==> src/rtl/apb_arb_pkg.sv <==
// Shared types and default widths for the APB request arbiter.
// No logic; imported by the arbiter top.
package apb_arb_pkg;

    localparam int DEF_NUM_REQ        = 2;
    localparam int DEF_ADDR_W         = 8;
    localparam int DEF_DATA_W         = 8;
    localparam int DEF_TIMEOUT_CYCLES = 16;

    localparam int STATE_W = 2;

    typedef enum logic [STATE_W-1:0] {
        IDLE   = 2'd0,
        SETUP  = 2'd1,
        ACCESS = 2'd2
    } state_t;

endpackage

==> src/rtl/dff.sv <==
// Generic D flip-flop bank with synchronous active-low reset to RST_VAL.
// Latency: 1 cycle. No flow control.
module dff #(
    parameter int             W       = 1,
    parameter logic [W-1:0]   RST_VAL = '0
) (
    input  logic          clk,
    input  logic          rst_n,
    input  logic [W-1:0]  d,
    output logic [W-1:0]  q
);

    always_ff @(posedge clk) begin
        if (!rst_n) q <= RST_VAL;
        else        q <= d;
    end

endmodule

==> src/rtl/rr_arbiter.sv <==
// Combinational round-robin pick: first eligible bit at or above ptr, with wrap.
// Latency: 0 cycles. No flow control; any = 0 when nothing is eligible.
module rr_arbiter #(
    parameter int N     = 2,
    parameter int IDX_W = 1
) (
    input  logic [N-1:0]      eligible,
    input  logic [IDX_W-1:0]  ptr,
    output logic [N-1:0]      grant,
    output logic [IDX_W-1:0]  idx,
    output logic              any
);

    int               sum;
    logic [IDX_W-1:0] pos;

    always_comb begin
        grant = '0;
        idx   = '0;
        any   = 1'b0;
        sum   = 0;
        pos   = '0;
        for (int k = 0; k < N; k++) begin
            sum = int'(ptr) + k;
            if (sum >= N) sum = sum - N;
            pos = sum[IDX_W-1:0];
            if (!any && eligible[pos]) begin
                any        = 1'b1;
                grant[pos] = 1'b1;
                idx        = pos;
            end
        end
    end

endmodule

==> src/rtl/apb_req_arbiter.sv <==
// Round-robin share of one APB master port among NUM_REQ requesters (APB_ARB_TIMEOUT_EN adds an ACCESS timeout).
// Latency: req at N -> psel N+1, penable N+2, done one cycle after pready (N+3 with no wait states).
// Backpressure: pready stalls ACCESS; requesters hold req until their done pulse.
module apb_req_arbiter
    import apb_arb_pkg::*;
#(
    parameter int NUM_REQ        = DEF_NUM_REQ,
    parameter int ADDR_W         = DEF_ADDR_W,
    parameter int DATA_W         = DEF_DATA_W,
    parameter int TIMEOUT_CYCLES = DEF_TIMEOUT_CYCLES
) (
    input  logic                        pclk,
    input  logic                        presetn,
    input  logic [NUM_REQ-1:0]          req,
    input  logic [NUM_REQ-1:0]          req_write,
    input  logic [NUM_REQ*ADDR_W-1:0]   req_addr,
    input  logic [NUM_REQ*DATA_W-1:0]   req_wdata,
    output logic [NUM_REQ-1:0]          done,
    output logic [DATA_W-1:0]           rsp_rdata,
    output logic                        rsp_err,
    output logic                        psel,
    output logic                        penable,
    output logic                        pwrite,
    output logic [ADDR_W-1:0]           paddr,
    output logic [DATA_W-1:0]           pwdata,
    input  logic [DATA_W-1:0]           prdata,
    input  logic                        pready,
    input  logic                        pslverr
);

    localparam int IDX_W = $clog2(NUM_REQ);

    if (NUM_REQ < 2 || NUM_REQ > 8 || TIMEOUT_CYCLES < 1) begin : g_bad_cfg
        $error("apb_req_arbiter: unsupported parameter set");
    end

    state_t               state, state_nxt;
    logic [STATE_W-1:0]   state_q;
    logic [NUM_REQ-1:0]   eligible, gnt_onehot, owner_oh;
    logic [IDX_W-1:0]     gnt_idx, owner_idx, rr_ptr;
    logic                 gnt_any, load, finish, ack, timeout_hit;

    dff #(.W(STATE_W), .RST_VAL(IDLE)) u_state (
        .clk   (pclk),
        .rst_n (presetn),
        .d     (state_nxt),
        .q     (state_q)
    );
    assign state = state_t'(state_q);

    // The done bit still high this cycle masks the requester that just finished.
    assign eligible = req & ~done;

    rr_arbiter #(.N(NUM_REQ), .IDX_W(IDX_W)) u_rr (
        .eligible (eligible),
        .ptr      (rr_ptr),
        .grant    (gnt_onehot),
        .idx      (gnt_idx),
        .any      (gnt_any)
    );

`ifdef APB_ARB_TIMEOUT_EN
    localparam int CNT_W = $clog2(TIMEOUT_CYCLES + 1);
    logic [CNT_W-1:0] to_cnt;

    always_ff @(posedge pclk) begin
        if (!presetn || state != ACCESS) to_cnt <= '0;
        else                             to_cnt <= to_cnt + CNT_W'(1);
    end
    assign timeout_hit = (state == ACCESS) && (to_cnt == CNT_W'(TIMEOUT_CYCLES - 1));
`else
    assign timeout_hit = 1'b0;
`endif

    always_comb begin
        state_nxt = state;
        load      = 1'b0;
        finish    = 1'b0;
        ack       = 1'b0;
        case (state)
            IDLE: begin
                if (gnt_any) begin
                    state_nxt = SETUP;
                    load      = 1'b1;
                end
            end
            SETUP: state_nxt = ACCESS;
            ACCESS: begin
                if (pready) begin
                    state_nxt = IDLE;
                    finish    = 1'b1;
                    ack       = 1'b1;
                end else if (timeout_hit) begin
                    state_nxt = IDLE;
                    finish    = 1'b1;
                end
            end
            default: state_nxt = IDLE;
        endcase
    end

    assign psel    = (state == SETUP) || (state == ACCESS);
    assign penable = (state == ACCESS);

    always_ff @(posedge pclk) begin
        if (!presetn) begin
            pwrite    <= 1'b0;
            paddr     <= '0;
            pwdata    <= '0;
            owner_idx <= '0;
            owner_oh  <= '0;
            rr_ptr    <= '0;
            done      <= '0;
            rsp_rdata <= '0;
            rsp_err   <= 1'b0;
        end else begin
            done <= '0;
            if (load) begin
                pwrite    <= req_write[gnt_idx];
                paddr     <= req_addr[int'(gnt_idx)*ADDR_W +: ADDR_W];
                pwdata    <= req_wdata[int'(gnt_idx)*DATA_W +: DATA_W];
                owner_idx <= gnt_idx;
                owner_oh  <= gnt_onehot;
            end
            if (finish) begin
                done    <= owner_oh;
                rsp_err <= ack ? pslverr : 1'b1;
                rr_ptr  <= (owner_idx == IDX_W'(NUM_REQ - 1)) ? '0 : owner_idx + IDX_W'(1);
                if (ack && !pwrite) rsp_rdata <= prdata;
            end
        end
    end

endmodule

==> config.mk <==
export PLATFORM = sky130hd
export DESIGN_NAME = apb_req_arbiter
export DESIGN_NICKNAME = d
export VERILOG_FILES = /design/src/rtl/apb_arb_pkg.sv /design/src/rtl/dff.sv /design/src/rtl/rr_arbiter.sv /design/src/rtl/apb_req_arbiter.sv
export SDC_FILE = /design/constraint.sdc
export NUM_CORES = 1
export LEC_CHECK = 0
export BUFFER_PORTS_ARGS = -buffer_cell sky130_fd_sc_hd__buf_2
export CAP_MARGIN = 10
export CORE_MARGIN = 2
export CORE_UTILIZATION = 50
export CTS_CLUSTER_SIZE = 20
export DETAILED_ROUTE_END_ITERATION = 8
export GPL_TIMING_DRIVEN = 0
export PLACE_DENSITY = 0.85
export RECOVER_POWER = 50
export SYNTH_ARGS = -nofsm -noshare
export SYNTH_HDL_FRONTEND = slang
export SYNTH_HIERARCHICAL = 1
export SYNTH_SLANG_ARGS = --single-unit
==> constraint.sdc <==
create_clock -name pclk -period 2.8 [get_ports pclk]
set_input_delay 0.56 -clock pclk [delete_from_list [all_inputs] [get_ports pclk]]
set_output_delay 0.56 -clock pclk [all_outputs]
set_load 0.05 [all_outputs]
## Word-level counts from Yosys, hierarchy flattened

Cells that the tools add are included.

| storage, ports and cells | value |
|---|---|
| register bits | 34 |
| logic and storage cells | 67 |
| bits of input ports | 48 |

| cells by class | value |
|---|---|
| reduce and logical (&&, ||, !) cells | 11 |
| eq/ne operators | 4 |
| bitwise logic cells | 3 |
| $add $sub $neg | 4 |
| mux-type cells | 26 |
| shifts and indexed selects | 2 |
| $lt $le $gt $ge | 7 |

Operators by type and width:

| operator | count |
|---|---|
| indexed part select 16 x 5 -> 8 bit | 2 |
| 2-to-1 mux 1 bit | 19 |
| 2-to-1 mux 2 bit | 4 |
| less-than comparator 1 x 2 -> 1 bit (second input constant) | 3 |
| case mux 2 bit (3 select lines) | 1 |
| AND reduction 2 bit | 3 |
| logical AND 1 bit | 4 |
| adder 1 x 1 -> 2 bit (second input constant) | 1 |
| bitwise AND 2 bit | 1 |
| demux 1 bit (select 1 bit) | 2 |
| == test 2 x 1 -> 1 bit (second input constant) | 1 |
| == test 2 bit (second input constant) | 1 |
| >= comparator 1 bit (second input constant) | 2 |
| >= comparator 1 x 2 -> 1 bit (second input constant) | 1 |
| >= comparator 2 bit (second input constant) | 1 |
| logical NOT 1 bit | 2 |
| logical NOT 2 bit | 1 |
| inequality test 2 x 1 -> 1 bit (second input constant) | 1 |
| inequality test 2 bit (second input constant) | 1 |
| NOT 2 bit | 1 |
| OR 2 bit | 1 |
| subtractor 1 bit (second input constant) | 2 |
| adder 1 bit (second input constant) | 1 |
| logical OR 1 bit | 1 |

## Longest topological paths before layout

| logic depth | value |
|---|---|
| depth in word-level cells | 10 |
| gate-level depth with buffers | 7 |
| depth with buffers taken out | 6 |

## Modules after synthesis

The synthesis kept the hierarchy.

By module, submodules not included:

| module | seq. area each (µm²) | instances | cells an instance | area each (µm²) |
|---|---|---|---|---|
| apb_req_arbiter | 640.6 | 1 | 154 | 1587.8 |
| dff | 40.0 | 1 | 4 | 52.6 |
| rr_arbiter | 0.0 | 1 | 5 | 32.5 |

## Worst setup path before layout

OpenSTA, ideal clock, no wires.

| path | value |
|---|---|
| path type | flip-flop to flip-flop |
| start | register done[0] |
| end | register pwrite |
| stages on the path, launching flop included | 8 |
| data required time | 2.682 ns |
| arrival time | 1.599 ns |
| path buffers | 2 |
| slack | 1.082 ns |
| clock period less this slack | 1.718 ns |
| path through | dfxtp_1 nor2b_1 or2_1 and2_4 buf_12 buf_12 o21ai_2 a21oi_2 |

| on the way | value |
|---|---|
| longest elaborated chain between the ends | 10 |
| elaborated cells between the ends (all ways) | 16 |

RTL lines:

| item | RTL line | source |
|---|---|---|
| from (decl) | apb_req_arbiter.sv:18 | `output logic [NUM_REQ-1:0] done,` |
| from (signal assigned) | apb_req_arbiter.sv:126 | `done <= owner_oh;` |
| NOT 2 bit (*) | apb_req_arbiter.sv:52 | `assign eligible = req & ~done;` |
| bitwise AND 2 bit (*) | apb_req_arbiter.sv:52 |  |
| net eligible[0] | apb_req_arbiter.sv:39 | `logic [NUM_REQ-1:0] eligible, gnt_onehot, owner_oh;` |
| 2-to-1 mux 1 bit (implied by the code) (2 in a row) | rr_arbiter.sv:27 | `if (!any && eligible[pos]) begin` |
| 2-to-1 mux 1 bit | rr_arbiter.sv:27 |  |
| logical NOT 1 bit | rr_arbiter.sv:27 |  |
| logical AND 1 bit | rr_arbiter.sv:27 |  |
| 2-to-1 mux 1 bit (*) | rr_arbiter.sv:27 |  |
| net gnt_any | apb_req_arbiter.sv:41 | `logic gnt_any, load, finish, ack, timeout_hit;` |
| 2-to-1 mux 1 bit (*) | apb_req_arbiter.sv:82 | `if (gnt_any) begin` |
| 2-to-1 mux 1 bit (*) | apb_req_arbiter.sv:80 | `case (state)` |
| to (signal assigned) | apb_req_arbiter.sv:119 | `pwrite <= req_write[gnt_idx];` |
| to (decl) | apb_req_arbiter.sv:23 | `output logic pwrite,` |

Mark *: on every way through the listed nets, which the timed path passes. The rest lies on a longest branch. The select of a mux whose other input is x is not followed.
A chain may end at the register's enable or synchronous reset.

## Final worst setup path

| path | value |
|---|---|
| start | register u_state.q[0] |
| end | output psel |

| on the way | value |
|---|---|
| longest elaborated chain between the ends | 2 |
| elaborated cells between the ends (all ways) | 3 |

RTL lines:

| item | RTL line | source |
|---|---|---|
| from (decl) | dff.sv:10 | `output logic [W-1:0] q` |
| from (signal assigned) | dff.sv:14 | `if (!rst_n) q <= RST_VAL;` |
| from (signal assigned) | dff.sv:15 | `else q <= d;` |
| == test 2 x 1 -> 1 bit / == test 2 bit (equally long branches) | apb_req_arbiter.sv:102 | `assign psel = (state == SETUP) \|\| (state == ACCESS);` |
| logical OR 1 bit (*) | apb_req_arbiter.sv:102 |  |
| to (decl) | apb_req_arbiter.sv:21 | `output logic psel,` |

Mark *: on every way between the ends. The rest lies on a longest branch, timed or not.

==> flow_metrics.env <==
export IMPL_status="finished clean"
export IMPL_ant_nets=0
export IMPL_power_frac_clock_pct=19.2
export IMPL_avgSynthCellArea_sq_um=10.3
export IMPL_insertion_delay_ns=0.33
export IMPL_power_density_nw_per_um2=601
export IMPL_drive_gt1_share_pct=42.9
export IMPL_yosysTopAreaCellShare_pct=40.7
export IMPL_drt_pass1_iterations=4
export IMPL_pwr_share_seq_pct=44.6
export IMPL_syn_area_sq_um=1670
export IMPL_comb_power_share_pct=36.2
export IMPL_antenna_found_initial=0
export IMPL_post_cts_resize_count=0
export IMPL_synth_flop_cell="dfxtp_1"
export IMPL_hold_path_class="flip-flop to flip-flop"
export IMPL_post_route_period_util_pct=69.1
export IMPL_die_area_sq_um=3820
export IMPL_yosys_area_top_type="dfxtp_1"
export IMPL_cts_hold_buf=0
export IMPL_crit_type="flip-flop to output port"
export IMPL_cts_max_level=2
export IMPL_synth_edff_count=0
export IMPL_yosys_warnings=6
export IMPL_synth_seq_cells=34
export IMPL_finish_net_count=300
export IMPL_drc=0
export IMPL_async_flop_share_pct=0
export IMPL_syn_nets=216
export IMPL_viasPerCell=4.90
export IMPL_die_w_um=61.8
export IMPL_switching_power_uw=488
export IMPL_syn2layout_area_growth_pct=26.3
export IMPL_clock_root_buffer="clkbuf_4"
export IMPL_p_sw_share_pct=38.5
export IMPL_total_leakage_power_nw=0.948
export IMPL_cp_arrival_ns=1.37
export IMPL_drtIter0Drc=60
export IMPL_cts_num_sinks=34
export IMPL_routabilityCongestion=0.776
export IMPL_hpwl_um=2630
export IMPL_maxSlewViolCount=0
export IMPL_finalSetupTns_ns=0
export IMPL_cp_end_kind="output port"
export IMPL_wl_per_cell_um=11.4
export IMPL_start_kind="flip-flop"
export IMPL_vias=1437
export IMPL_synth_area_leaders="dfxtp_1 (41%), mux2i_1 (11%), a21oi_2 (6.8%), o21ai_2 (6.8%), buf_12 (4.8%)"
export IMPL_dieHeight_um=61.8
export IMPL_rsz0062_at_grt="false"
export IMPL_max_cap_violations=0
export IMPL_max_slew_margin_pct=59.4
export IMPL_finalClockSkew_ns=0.00457
export IMPL_yosysMostFrequentCell="dfxtp_1"
export IMPL_grt_max_degree=11
export IMPL_setup_viol=0
export IMPL_critPathRequiredTime_ns=2.24
export IMPL_cp_max_fo=5
export IMPL_ys_seq_area_share_pct=40.7
export IMPL_cts_buffers=5
export IMPL_port_buffers=77
export IMPL_worstMarginPinSlew_ns=0.612
export IMPL_cts_buffer_depth=2
export IMPL_post_route_min_period_ns=1.93
export IMPL_ios=78
export IMPL_wl_um=3330
export IMPL_core_rowCount=21
export IMPL_overflow=0
export IMPL_grt_use_total_pct=18.8
export IMPL_grt_pass1_wl_um=5260
export IMPL_max_vdd_ir_drop_v=0.000322
export IMPL_grt_pass1_vias=1228
export IMPL_hold_violations=0
export IMPL_core_sq_um=3280
export IMPL_yosys_top_cells_count="dfxtp_1 (34), mux2i_1 (18), nand2_1 (16)"
export IMPL_totalPowerFinal_mw=1.27
export IMPL_ys_types=28
export IMPL_start_util_pct=50.9
export IMPL_synth_cells=163
export IMPL_diodes=0
export IMPL_fmax_mhz=517
export IMPL_cts_tree="built"
export IMPL_cts_setup_buffers=0
export IMPL_clk_pin_slew_ns=0.10
export IMPL_internal_power_uw=781
## worst paths after layout
path                            start                       end  slack [ns]  cells past startpoint
max           u_state/q[0]$_SDFF_PN0_                      psel        0.87                      3
min          owner_oh[0]$_SDFFE_PN0P_  owner_oh[0]$_SDFFE_PN0P_        0.45                      2
max reg2reg        done[0]$_SDFF_PN0_     paddr[4]$_SDFFE_PN0P_        0.90                      6
min reg2reg  owner_oh[0]$_SDFFE_PN0P_  owner_oh[0]$_SDFFE_PN0P_        0.45                      2
## area by class of cell
type,instances,area (sq um)
clock buffers,7,45.0
well taps,46,57.6
plain buffers,11,125
inverters,4,15.0
multi-input cells,114,818
flip-flops and latches,34,681
fillers,312,1170
repair buffers,77,370
## power by group through the flow
stage / Sequential (mW) / Combinational (mW) / Clock (mW)
after CTS: 0.566 / 0.486 / 0.253
final: 0.566 / 0.460 / 0.244
after global routing: 0.572 / 0.497 / 0.268
after global placement: 0.575 / 0.482 / 0
after floorplan: 0.716 / 0.234 / 0
after detailed placement: 0.577 / 0.485 / 0
## layer usage
metal | part of all wire (%) | vias up | GRT usage [%] | wire length [um]
met2 | 47 | 46 | 30.1 | 1570
li1 | - | 739 | - | -
met4 | 1.1 | 0 | 6.38 | 37
met3 | 5.4 | 6 | 6.00 | 180
met1 | 46 | 646 | 23.9 | 1550
met5 | 0 | - | 0 | 0
## worst max-delay path, stage by stage (launching register included)
cell     delay [ns]
dfxtp_1        0.41
inv_1          0.11
ha_1           0.29
buf_2          0.25
## stage by stage
stage	util (%)	hold slack, ns	cells	worst slack [ns]	instance area (sq um)
2_1_floorplan	-	0.431	163	1.08	1670
3_3_place_gp	64.4	0.439	286	0.928	2120
3_5_place_dp	64.4	0.442	286	0.900	2120
4_1_cts	65.8	0.448	293	0.860	2160
5_1_grt	64.3	0.456	293	0.669	2110
6_report	64.3	0.455	293	0.865	2110
## state kept, by name, indices dropped and copies added (netlist names)
signal and cells:
paddr 8, pwdata 8, rsp_rdata 8, done 2, owner_oh 2, u_state/q 2, owner_idx 1, pwrite 1
rr_ptr 1, rsp_err 1
## cells by family (layout without fill, tap and decap cells)
logic type                 Yosys count  count (layout)  share of synthesized area [%]
adders and majority gates            5               5                           3.74
and+or+nand+nor                     38              38                           12.5
muxes                               18              18                           10.8
buffers and inverters               15              99                           9.42
AOI/OAI and AO/OA                   53              53                           22.9
DFF                                 34              34                           40.7
## placed cells by master, fill, tap and decap left out
cell type and n:
buf_8 1, buf_6 1, a21boi_0 1, o21ai_0 11, and2b_2 1, or2_0 1
buf_12 3, o21ai_2 13, o21ai_1 3, o211a_1 1, a21oi_2 13, clkbuf_8 1
a21boi_1 5, mux2i_1 18, buf_2 67, and3_1 2, dfxtp_1 34, and2_0 2
clkbuf_1 16, nand2_1 16, inv_1 4, a21oi_1 6, nand3b_1 2, clkbuf_4 6
nand3_1 8, ha_1 5, and2_1 2, nor2b_1 4
(Power assumes the default switching activity.)
